[src/rtl/cook_timer_pkg.sv]
// cook_timer_pkg
//   Shared constants for the microwave cook timer: FSM state encodings,
//   BCD digit limits and the well-known time values.
package cook_timer_pkg;

    // FSM state encodings (2 bits)
    localparam logic [1:0] ST_IDLE  = 2'd0;
    localparam logic [1:0] ST_RUN   = 2'd1;
    localparam logic [1:0] ST_PAUSE = 2'd2;
    localparam logic [1:0] ST_DONE  = 2'd3;

    // Value a digit wraps to when it borrows from the digit above
    localparam logic [3:0] SEC_T_MAX = 4'd5;
    localparam logic [3:0] DIG_MAX   = 4'd9;

    localparam logic [15:0] TIME_ZERO = 16'h0000;
    localparam logic [15:0] TIME_TEST = 16'h8888;

endpackage

[src/rtl/cook_timer_tick_gen.sv]
// tick_gen
//   One-second prescaler. Counts 0..TICK_DIV-1 while en is high, holds while
//   en is low, and returns to 0 on clr (clr wins over en).
// Ports
//   clk    in   clock, rising edge
//   reset  in   asynchronous active-low reset
//   en     in   count enable
//   clr    in   synchronous clear of the prescaler
//   tick   out  combinational: prescaler at TICK_DIV-1 and en high
module tick_gen #(
    parameter int TICK_DIV = 1000
) (
    input  logic clk,
    input  logic reset,
    input  logic en,
    input  logic clr,
    output logic tick
);

    localparam int W = $clog2(TICK_DIV);
    localparam logic [W-1:0] LAST = W'(TICK_DIV - 1);

    logic [W-1:0] cnt;

    assign tick = en && (cnt == LAST);

    always_ff @(posedge clk or negedge reset) begin
        if (!reset) begin
            cnt <= '0;
        end else if (clr) begin
            cnt <= '0;
        end else if (en) begin
            cnt <= (cnt == LAST) ? '0 : cnt + W'(1);
        end
    end

endmodule

[src/rtl/cook_timer.sv]
// cook_timer
//   Loads a 4-digit BCD MM:SS value and counts it down once per second while
//   cook is high. done is raised when the count reaches 00:00.
// Ports
//   clk        in   clock, rising edge
//   reset      in   asynchronous active-low reset
//   load       in   capture time_load this cycle (highest priority)
//   time_load  in   BCD {min_t,min_u,sec_t,sec_u}
//   cook       in   count enable
//   time_left  out  current BCD count (registered)
//   done       out  count reached 0000 while cooking (registered level)
//   running    out  high in RUN state (registered)
module cook_timer
    import cook_timer_pkg::*;
#(
    parameter int TICK_DIV = 1000
) (
    input  logic        clk,
    input  logic        reset,
    input  logic        load,
    input  logic [15:0] time_load,
    input  logic        cook,
    output logic [15:0] time_left,
    output logic        done,
    output logic        running
);

    // Per-digit borrow, LSB digit first. A digit only changes when every
    // lower digit was 0; non-BCD nibbles just decrement.
    function automatic logic [15:0] bcd_dec(input logic [15:0] t);
        logic [15:0] r;
        logic        borrow;
        r      = t;
        borrow = 1'b1;
        for (int i = 0; i < 4; i++) begin
            if (borrow) begin
                if (r[i*4 +: 4] != 4'd0) begin
                    r[i*4 +: 4] = r[i*4 +: 4] - 4'd1;
                    borrow      = 1'b0;
                end else begin
                    r[i*4 +: 4] = (i == 1) ? SEC_T_MAX : DIG_MAX;
                end
            end
        end
        return r;
    endfunction

    logic [1:0]  state, state_nxt;
    logic [15:0] tl_nxt, dec_val;
    logic        done_nxt;
    logic        tick;

    // Prescaler only advances in RUN with cook high, so pausing keeps the
    // partial second; load restarts it.
    tick_gen #(.TICK_DIV(TICK_DIV)) u_tick (
        .clk   (clk),
        .reset (reset),
        .en    ((state == ST_RUN) && cook),
        .clr   (load),
        .tick  (tick)
    );

    assign dec_val = bcd_dec(time_left);

    always_comb begin
        state_nxt = state;
        tl_nxt    = time_left;
        done_nxt  = done;
        if (load) begin
            tl_nxt   = time_load;
            done_nxt = 1'b0;
            if (cook)
                state_nxt = (time_load == TIME_ZERO) ? ST_DONE : ST_RUN;
            else
                state_nxt = ST_IDLE;
        end else begin
            case (state)
                ST_IDLE: begin
                    if (cook) begin
                        if (time_left == TIME_ZERO) begin
                            state_nxt = ST_DONE;
                            done_nxt  = 1'b1;
                        end else begin
                            state_nxt = ST_RUN;
                        end
                    end
                end
                ST_RUN: begin
                    if (!cook) begin
                        state_nxt = ST_PAUSE;
                    end else if (tick) begin
                        tl_nxt = dec_val;
                        if (dec_val == TIME_ZERO) begin
                            done_nxt  = 1'b1;
                            state_nxt = ST_DONE;
                        end
                    end
                end
                ST_PAUSE: begin
                    if (cook) state_nxt = ST_RUN;
                end
                default: begin
                    // DONE: sticky until the next load, cook ignored
                    done_nxt = 1'b1;
                end
            endcase
        end
    end

    always_ff @(posedge clk or negedge reset) begin
        if (!reset) begin
            state     <= ST_IDLE;
            time_left <= TIME_ZERO;
            done      <= 1'b0;
            running   <= 1'b0;
        end else begin
            state     <= state_nxt;
            time_left <= tl_nxt;
            done      <= done_nxt;
            running   <= (state_nxt == ST_RUN);
        end
    end

endmodule

[config.mk]
export PLATFORM = sky130hd
export DESIGN_NAME = cook_timer
export DESIGN_NICKNAME = d
export VERILOG_FILES = /design/src/rtl/cook_timer_pkg.sv /design/src/rtl/cook_timer_tick_gen.sv /design/src/rtl/cook_timer.sv
export SDC_FILE = /design/constraint.sdc
export NUM_CORES = 1
export LEC_CHECK = 0
export BUFFER_PORTS_ARGS = -buffer_cell sky130_fd_sc_hd__buf_2
export CAP_MARGIN = 25
export CORE_ASPECT_RATIO = 1.4
export CORE_MARGIN = 4
export CORE_UTILIZATION = 33
export DETAILED_ROUTE_END_ITERATION = 8
export GPL_ROUTABILITY_DRIVEN = 0
export RECOVER_POWER = 50
export SYNTH_ARGS = -nofsm -noshare
export SYNTH_HDL_FRONTEND = slang
export SYNTH_SLANG_ARGS = --single-unit
export TNS_END_PERCENT = 30
[constraint.sdc]
create_clock -name clk -period 2.41 [get_ports clk]
set_input_delay 0.482 -clock clk [delete_from_list [all_inputs] [get_ports clk]]
set_output_delay 0.482 -clock clk [all_outputs]
set_load 0.1 [all_outputs]
==> results of run 1 <==
## repair_timing
action                                  in CTS  in global routing
buffers inserted                             0                  0
gates resized for setup                      0                  1
endpoints found under the hold margin        0                  0
endpoints found under the setup margin       0                  1
## sequential cells by signal, summed over array words and instances (netlist names)
register	count
state	2
done	1
running	1
u_tick.cnt	10
time_left	16
## layout make-up
| type | instances | area [µm²] | area share, % |
|---|---|---|---|
| Timing Repair Buffer | 43 | 214 | 10.2 |
| Multi-Input combinational cell | 151 | 948 | 45.3 |
| Tap cell | 64 | 80.1 | 3.83 |
| Inverter | 2 | 7.51 | 0.359 |
| Clock buffer | 7 | 86.3 | 4.13 |
| Sequential cell | 30 | 756 | 36.1 |
## worst min path at each step
stage                          endpoint  slack [ns]  cells past startpoint
after global routing       time_left[4]        0.45                      3
after floorplan                    done        0.19                      0
after CTS                  time_left[7]        0.27                      1
final                      time_left[3]        0.44                      3
after global placement    u_tick.cnt[9]        0.51                      1
after detailed placement  u_tick.cnt[9]        0.52                      1
## cells by family (layout without fill, tap and decap cells)
group | Yosys count | count (layout) | share of synthesized area, %
AOI/OAI and AO/OA | 37 | 37 | 13.3
xor gates and xnor gates | 14 | 14 | 7.08
adders and majority gates | 1 | 1 | 0.722
buffers and inverters | 10 | 52 | 2.31
DFF | 30 | 30 | 43.3
muxes | 4 | 4 | 2.38
and+or+nand+nor | 95 | 95 | 30.9
## stage by stage
step                      instance area [µm²]  setup WS (ns)  std cells  hold slack, ns  util (%)
after global routing                     2090         0.0212        297           0.449      42.2
after detailed placement                 2020          0.155        290           0.515      40.7
after floorplan                          1740         0.0315        191           0.186         -
after global placement                   2020          0.205        290           0.511      40.7
final                                    2090          0.172        297           0.436      42.2
after CTS                                2100          0.145        297           0.265      42.4
## cells in the mapped netlist (2+ instances only)
library cell and n:
inv_1 2, nor3_1 8, buf_2 2, and3_1 2, nor2b_1 2, nand3_1 11
dfrtp_1 30, xor2_1 11, nand2b_1 3, nor2_1 19, or3_1 3, nand4_1 4
o31a_1 2, nor4b_1 2, nand2_1 20, o21ai_0 14, xnor2_1 3, clkbuf_1 6
nor4_1 8, or4_1 4, nand4b_1 3, a21oi_1 10, mux2i_1 3
## worst max-delay path: cells and delay by family (launching register included)
family          cells  cell delay (ns)
flops               1             0.43
simple gates        4             1.55
compound gates      1             0.17
## power groups by stage
stage	clock network (mW)	logic [mW]	registers (mW)
after floorplan	0	0.0900	0.767
after global placement	0	0.364	0.587
after detailed placement	0	0.364	0.588
after CTS	0.421	0.365	0.579
after global routing	0.441	0.381	0.586
final	0.405	0.359	0.579
## metal layers
| metal | vias to the layer above | part of all wire (%) | GRT usage (%) |
|---|---|---|---|
| met1 | 748 | 44 | 17.8 |
| met3 | 2 | 5.1 | 3.00 |
| met2 | 47 | 51 | 26.1 |
| met5 | - | 0 | 0 |
| li1 | 784 | - | - |
| met4 | 0 | 0.65 | 5.70 |
==> flow_summary.json, run 1 <==
{
  "status": "finished, violations left",
  "violations": "max-capacitance violations, max-slew violations",
  "synthDistinctLibCells": 42,
  "netlist_area_um2": 1730,
  "internal_power_mw": 0.836,
  "synthArstFlopShare_pct": 100,
  "dr.pass1.iters": 4,
  "critical_path.startpoint": "time_left[3]",
  "cp-endpoint": "time_left[13]",
  "maxSlewViolCount": 31,
  "syn_avg_cell_area_um2": 9.07,
  "grt_overflow_total": 0,
  "ys_seq_elements": 30,
  "setup_viol": 0,
  "vias": 1581,
  "hp-start": "time_load[3]",
  "hold_viol_final": 0,
  "wl_per_cell_um": 15.1,
  "reg2reg_to": "time_left[13]",
  "drt_iter0_markers": 93,
  "cts_buffer_depth": 2,
  "hold_path.class": "input pin to flop",
  "powerDensity_nw_per_um2": 642,
  "final_common_cell": "buf_2",
  "tritoncts": "done",
  "slew_headroom_pct": -8.15,
  "die-area_um2": 6490,
  "power_switching_mw": 0.507,
  "rows": 30,
  "htreeDepth": 2,
  "slowest_stage": "or4_1",
  "clock-sinks": 30,
  "grt_max_degree": 31,
  "min_period_ns": 2.24,
  "drive_gt1_share_pct": 21.9,
  "leakagePower_nw": 0.882,
  "crit_arrival_ns": 2.43,
  "r2r_slack_ns": 0.17,
  "path_cells": "or4_1 > nor3_4 > nand4_2 > or4_1 > a31oi_1",
  "grt_pass1_vias": 1608,
  "clkTransAtPathRegs_ns": 0.06,
  "initial_core_util_pct": 35.0,
  "timing.rr.start": "time_left[3]",
  "numPortBuffers": 37,
  "clkPwrFrac_pct": 30.2,
  "ys_dominant_reg_cell": "dfrtp_1",
  "tightest_slew_ns": 1.62,
  "synth_seq_area_share_pct": 43.3,
  "vdd_drop_max_mv": 0.311,
  "antenna_cells": 0,
  "fillers": 532,
  "critPathKind": "flop to flop",
  "yosys_warnings": 0,
  "area_growth_pct": 20.7,
  "rr_worst_depth": 5,
  "io_pins": 38,
  "dpl.hpwl_mm": 3.38,
  "p_comb_share_pct": 26.7,
  "netlist.area_leader.share_pct": 43.3,
  "timing.final.crit_share_pct": 92.8,
  "worstSetupEndpointType": "flop",
  "cap_violations": 1,
  "cts-root-buf": "clkbuf_8",
  "skew_ns": 0.00445,
  "die_height_um": 93.7,
  "cts_made_buffers": 5,
  "grt_pass1_wl_mm": 7.73,
  "worstPathRequired_ns": 2.61,
  "rsz0062_at_grt": "no",
  "power_mw": 1.34,
  "synthTopCellsByArea": "dfrtp_1, xor2_1, nand2_1",
  "drc": 0,
  "power_switching_share_pct": 37.8,
  "synth-edff-count": 0,
  "final_cell_mix": "buf_2, dfrtp_1, nand2_1",
  "worstSkewPairLatency_ns": 0.28,
  "max_freq_ghz": 0.447,
  "ant_nets": 0,
  "routed_wl_mm": 4.47,
  "via_per_inst": 5.32,
  "critPathMostFrequentCell": "or4_1",
  "crit_fanout": 6,
  "yosysTopAreaCell": "dfrtp_1",
  "seqPwrFrac_pct": 43.1,
  "slowest_delay_ns": 0.62,
  "grt_usage_pct": 14.9,
  "netlist_instances": 191,
  "core_um2": 4950,
  "antenna_found_initial": 0,
  "synth_nets": 212,
  "chipWidth_um": 69.2,
  "tns_ns": 0,
  "cts_hold_buf": 0,
  "startpoint_type": "flop",
  "num-nets-final": 254
}
No activity file was read; power rests on OpenSTA's default activity.
==> inputs of run 2 (changes only) <==
--- a/config.mk
+++ b/config.mk
@@ -10,6 +10,7 @@
 export CORE_ASPECT_RATIO = 1.4
 export CORE_MARGIN = 4
 export CORE_UTILIZATION = 33
+export CTS_BUF_LIST = sky130_fd_sc_hd__clkbuf_4 sky130_fd_sc_hd__clkbuf_8 sky130_fd_sc_hd__clkbuf_16
 export DETAILED_ROUTE_END_ITERATION = 8
 export GPL_ROUTABILITY_DRIVEN = 0
 export RECOVER_POWER = 50
==> run 2 against run 1 <==
Register-to-register slack about the same. Sequential power about the same. Maximum frequency increased by 0.11%. Final cell count unchanged. Combinational power about the same. Die area unchanged. Non-clock buffer count unchanged. First-iteration DRC count decreased by 4.3%. Via count decreased by 0.19%. Setup slack improved by 0.0024 ns. The flow still finishes with violations (max-capacitance violations, max-slew violations).
==> flow_summary.json, run 2 (synthesis gave the netlist of run 1 again) <==
{
  "num-nets-final": 254,
  "hold_viol_final": 0,
  "skew_ns": 0.00406,
  "rr_worst_depth": 5,
  "dr.pass1.iters": 4,
  "die_height_um": 93.7,
  "via_per_inst": 5.31,
  "largest_registers": "time_left (16), u_tick.cnt (10), state (2)",
  "regMostFlops": "time_left",
  "final_cell_mix": "buf_2, dfrtp_1, nand2_1",
  "powerDensity_nw_per_um2": 648,
  "cts_made_buffers": 5,
  "grt_pass1_vias": 1612,
  "vdd_drop_max_mv": 0.304,
  "tns_ns": 0,
  "maxSlewViolCount": 31,
  "place_area_um2": 2020,
  "clock-sinks": 30,
  "drt_iter0_markers": 89,
  "cp-endpoint": "time_left[13]",
  "violations": "max-capacitance violations, max-slew violations",
  "crit_arrival_ns": 2.43,
  "htreeDepth": 2,
  "max_freq_ghz": 0.447,
  "crit_fanout": 6,
  "min_period_ns": 2.24,
  "antenna_cells": 0,
  "wl_per_cell_um": 15.0,
  "grt_overflow_total": 0,
  "io_pins": 38,
  "fin_ws_ns": 0.175,
  "grt_pass1_wl_mm": 7.85,
  "drc": 0,
  "initial_core_util_pct": 35.0,
  "grt_max_degree": 31,
  "r2r_slack_ns": 0.17,
  "ant_nets": 0,
  "rows": 30,
  "worstPathRequired_ns": 2.61,
  "routed_wl_mm": 4.47,
  "drive_gt1_share_pct": 22.3,
  "setup_viol": 0,
  "cts-root-buf": "clkbuf_8",
  "tightest_slew_ns": 1.61,
  "timing.final.crit_share_pct": 92.7,
  "tritoncts": "done",
  "postCtsSetupRepairBufs": 0,
  "clkTransAtPathRegs_ns": 0.06,
  "worstSkewPairLatency_ns": 0.28,
  "worstSetupEndpointType": "flop",
  "leakagePower_nw": 0.886,
  "grt_usage_pct": 15.2,
  "slew_headroom_pct": -7.39,
  "antenna_found_initial": 0,
  "area_growth_pct": 20.9,
  "reg2reg_to": "time_left[13]",
  "vias": 1578,
  "cts_buffer_depth": 2,
  "timing.rr.start": "time_left[3]",
  "critPathKind": "flop to flop",
  "critical_path.startpoint": "time_left[3]",
  "rsz0062_at_grt": "no",
  "power_mw": 1.36,
  "startpoint_type": "flop",
  "largest_reg_flops": 16,
  "dp_slack_ns": 0.155,
  "cap_violations": 1,
  "hold_path.class": "input pin to flop",
  "numPortBuffers": 37,
  "die-area_um2": 6490,
  "final_common_cell": "buf_2",
  "core_um2": 4950,
  "status": "finished, violations left",
  "final_cell_area_um2": 2100,
  "chipWidth_um": 69.2,
  "dpl.hpwl_mm": 3.38
}
## run 2: routing by layer
layer  track usage [%]  part of all wire (%)  up-vias
met4              6.19                   1.5        0
met2              26.0                    50       46
li1                  -                     -      788
met3              3.32                   5.0        6
met1              18.3                    43      738
met5                 0                     0        -
## run 2: area by class of cell
class,count,area (µm²)
fillers,531,2860
multi-input cells,151,948
flip-flops and latches,30,756
repair buffers,43,214
clock buffers,7,90.1
well taps,64,80.1
inverters,2,7.51
## run 2: what timing repair did
item,in CTS,in global routing
resized for setup,0,1
setup endpoints to repair,0,1
hold buffers,0,0
## run 2: worst min-delay path by stage
stage	startpoint	to	slack (ns)	cells past startpoint
after CTS	reset	time_left[7]	0.26	1
after floorplan	reset	done	0.19	0
after global routing	time_load[4]	time_left[4]	0.44	3
after global placement	u_tick.cnt[9]	u_tick.cnt[9]	0.51	1
after detailed placement	u_tick.cnt[9]	u_tick.cnt[9]	0.52	1
final	time_load[3]	time_left[3]	0.43	3
## run 2: critical path: stages (launching register included)
cell and delay, ns:
dfrtp_2 0.43, or4_1 0.62, nor3_4 0.25, nand4_2 0.19
or4_1 0.49, a31oi_1 0.17
## run 2: power breakdown
group	switching [mW]	leakage, nW	internal (mW)
clock network	0.182	0.0477	0.237
registers	0.0432	0.374	0.536
logic	0.285	0.464	0.0744
## run 2: metrics by stage
step / hold WS, ns / instances / utilization [%]
global route: 0.442 / 297 / 42.3
finish: 0.432 / 297 / 42.3
floorplan: 0.186 / 191 / -
detailed placement: 0.515 / 290 / 40.7
CTS: 0.265 / 297 / 42.5
global placement: 0.511 / 290 / 40.7
==> inputs of run 3 (changes only) <==
--- a/config.mk
+++ b/config.mk
@@ -13,6 +13,7 @@
 export CTS_BUF_LIST = sky130_fd_sc_hd__clkbuf_4 sky130_fd_sc_hd__clkbuf_8 sky130_fd_sc_hd__clkbuf_16
 export DETAILED_ROUTE_END_ITERATION = 8
 export GPL_ROUTABILITY_DRIVEN = 0
+export PLACE_DENSITY_LB_ADDON = 0.15
 export RECOVER_POWER = 50
 export SYNTH_ARGS = -nofsm -noshare
 export SYNTH_HDL_FRONTEND = slang
==> constraint.sdc (replaced) <==
create_clock -name clk -period 2.6 [get_ports clk]
set_input_delay 0.52 -clock clk [delete_from_list [all_inputs] [get_ports clk]]
set_output_delay 0.52 -clock clk [all_outputs]
set_load 0.1 [all_outputs]
==> run 3 against run 2 <==
The flow still finishes with violations (max-capacitance violations, max-slew violations). Non-clock buffer count is 2 lower. Critical path type unchanged. Wire length is 1.8% higher. Die area stayed put. Largest cell class unchanged. Worst hold slack better by 0.033 ns. Flip-flop and latch count stayed put.
==> flow_summary.json, run 3 (synthesis gave the netlist of run 1 again) <==
{
  "dr.pass1.iters": 5,
  "seqPwrFrac_pct": 42.2,
  "clock-sinks": 30,
  "grt_usage_pct": 14.7,
  "vdd_drop_max_mv": 0.304,
  "postCtsSetupRepairBufs": 0,
  "rsz0062_at_grt": "no",
  "io_pins": 38,
  "place_area_um2": 2000,
  "fillers": 555,
  "worstPathRequired_ns": 2.83,
  "violations": "max-capacitance violations, max-slew violations",
  "drive_gt1_share_pct": 21.1,
  "rr_worst_depth": 5,
  "crit_arrival_ns": 2.46,
  "cts_resized": 0,
  "leakagePower_nw": 0.885,
  "p_comb_share_pct": 25.9,
  "worstSetupEndpointType": "flop",
  "core_um2": 4950,
  "cts_buffer_depth": 2,
  "critPathKind": "flop to flop",
  "hold_viol_final": 0,
  "multiInputGateArea_um2": 942,
  "routed_wl_mm": 4.55,
  "min_period_ns": 2.24,
  "power_switching_mw": 0.485,
  "cts-root-buf": "clkbuf_8",
  "startpoint_type": "flop",
  "maxSlewViolCount": 31,
  "tightest_slew_ns": 1.61,
  "clkTransAtPathRegs_ns": 0.07,
  "htreeDepth": 2,
  "grt_pass1_wl_mm": 7.46,
  "power_mw": 1.27,
  "clkPwrFrac_pct": 31.9,
  "die-area_um2": 6490,
  "cts_made_buffers": 5,
  "rows": 30,
  "cap_violations": 1,
  "dpl.hpwl_mm": 3.45,
  "wl_per_cell_um": 15.4,
  "grt_pass1_vias": 1541,
  "hold_path.class": "input pin to flop",
  "initial_core_util_pct": 35.0,
  "die_height_um": 93.7,
  "via_per_inst": 5.31,
  "cts_hold_buf": 0,
  "worstSkewPairLatency_ns": 0.29,
  "tns_ns": 0,
  "powerDensity_nw_per_um2": 611,
  "antenna_found_initial": 0,
  "tritoncts": "done",
  "max_freq_ghz": 0.447,
  "numPortBuffers": 37,
  "vias": 1572,
  "drt_iter0_markers": 50,
  "timing.final.crit_share_pct": 86.0,
  "power_switching_share_pct": 38.1,
  "antenna_cells": 0,
  "holdWs_ns": 0.466,
  "regArea_um2": 751,
  "ant_nets": 0,
  "area_growth_pct": 20.1,
  "setup_viol": 0,
  "fin_util_pct": 42.0,
  "largest_registers": "time_left (16), u_tick.cnt (10), state (2)",
  "internal_power_mw": 0.787,
  "crit_fanout": 6,
  "final_cell_area_um2": 2080,
  "skew_ns": 0.00911,
  "num-nets-final": 252,
  "largest_reg_flops": 16,
  "drc": 0,
  "chipWidth_um": 69.2,
  "grt_overflow_total": 0,
  "grt_max_degree": 31,
  "status": "finished, violations left",
  "slew_headroom_pct": -7.51,
  "regMostFlops": "time_left",
  "final_cell_mix": "dfrtp_1, buf_2, nand2_1",
  "hold_depth": 3
}
==> run 3: changes by cell type in the layout (fill, tap and decap cells not counted) <==
cell	change
clkbuf_1	-2
clkinv_2	+1
dfrtp_1	+4
dfrtp_2	-4
nor3_2	+1
nor3_4	-1
==> run 3: critical path: stages (launching register included) <==
cell	delay [ns]
dfrtp_1	0.43
or4_1	0.61
nor4_1	0.59
nand2_1	0.16
a211o_1	0.32
nand2_1	0.06
==> run 3: cell type report <==
type	instances	share of cell area (%)
clock buffers	7	4.33
clock inverters	1	0.240
inverters	2	0.361
multi-input cells	151	45.3
flip-flops and latches	30	36.1
well taps	64	3.85
repair buffers	41	9.92
==> run 3: final timing paths <==
check                         startpoint       endpoint  slack, ns
setup / recovery            time_left[3]       state[1]       0.36
setup reg to reg            time_left[3]       state[1]       0.36
max in group asynchronous          reset  time_left[10]       1.03
hold / removal              time_load[8]   time_left[8]       0.47
hold reg to reg            u_tick.cnt[9]  u_tick.cnt[9]       0.54
min in group asynchronous          reset  u_tick.cnt[2]       0.63
==> run 3: layer usage <==
metal | up-vias | share of wire, % | GRT usage [%]
met4 | 0 | 2.3 | 7.33
met2 | 43 | 53 | 26.1
li1 | 781 | - | -
met3 | 9 | 4.1 | 3.43
met5 | - | 0 | 0
met1 | 739 | 41 | 16.2
==> run 3: power groups by stage <==
stage               clock, mW  combinational (mW)  sequential, mW
global route            0.439               0.347           0.543
global placement            0               0.336           0.544
CTS                     0.418               0.335           0.536
floorplan                   0              0.0835           0.709
finish                  0.406               0.329           0.537
detailed placement          0               0.335           0.545
==> run 3: through the flow <==
step | setup WS [ns] | instances
global route | 0.206 | 296
CTS | 0.326 | 296
global placement | 0.371 | 288
floorplan | 0.00483 | 191
finish | 0.365 | 296
detailed placement | 0.337 | 288
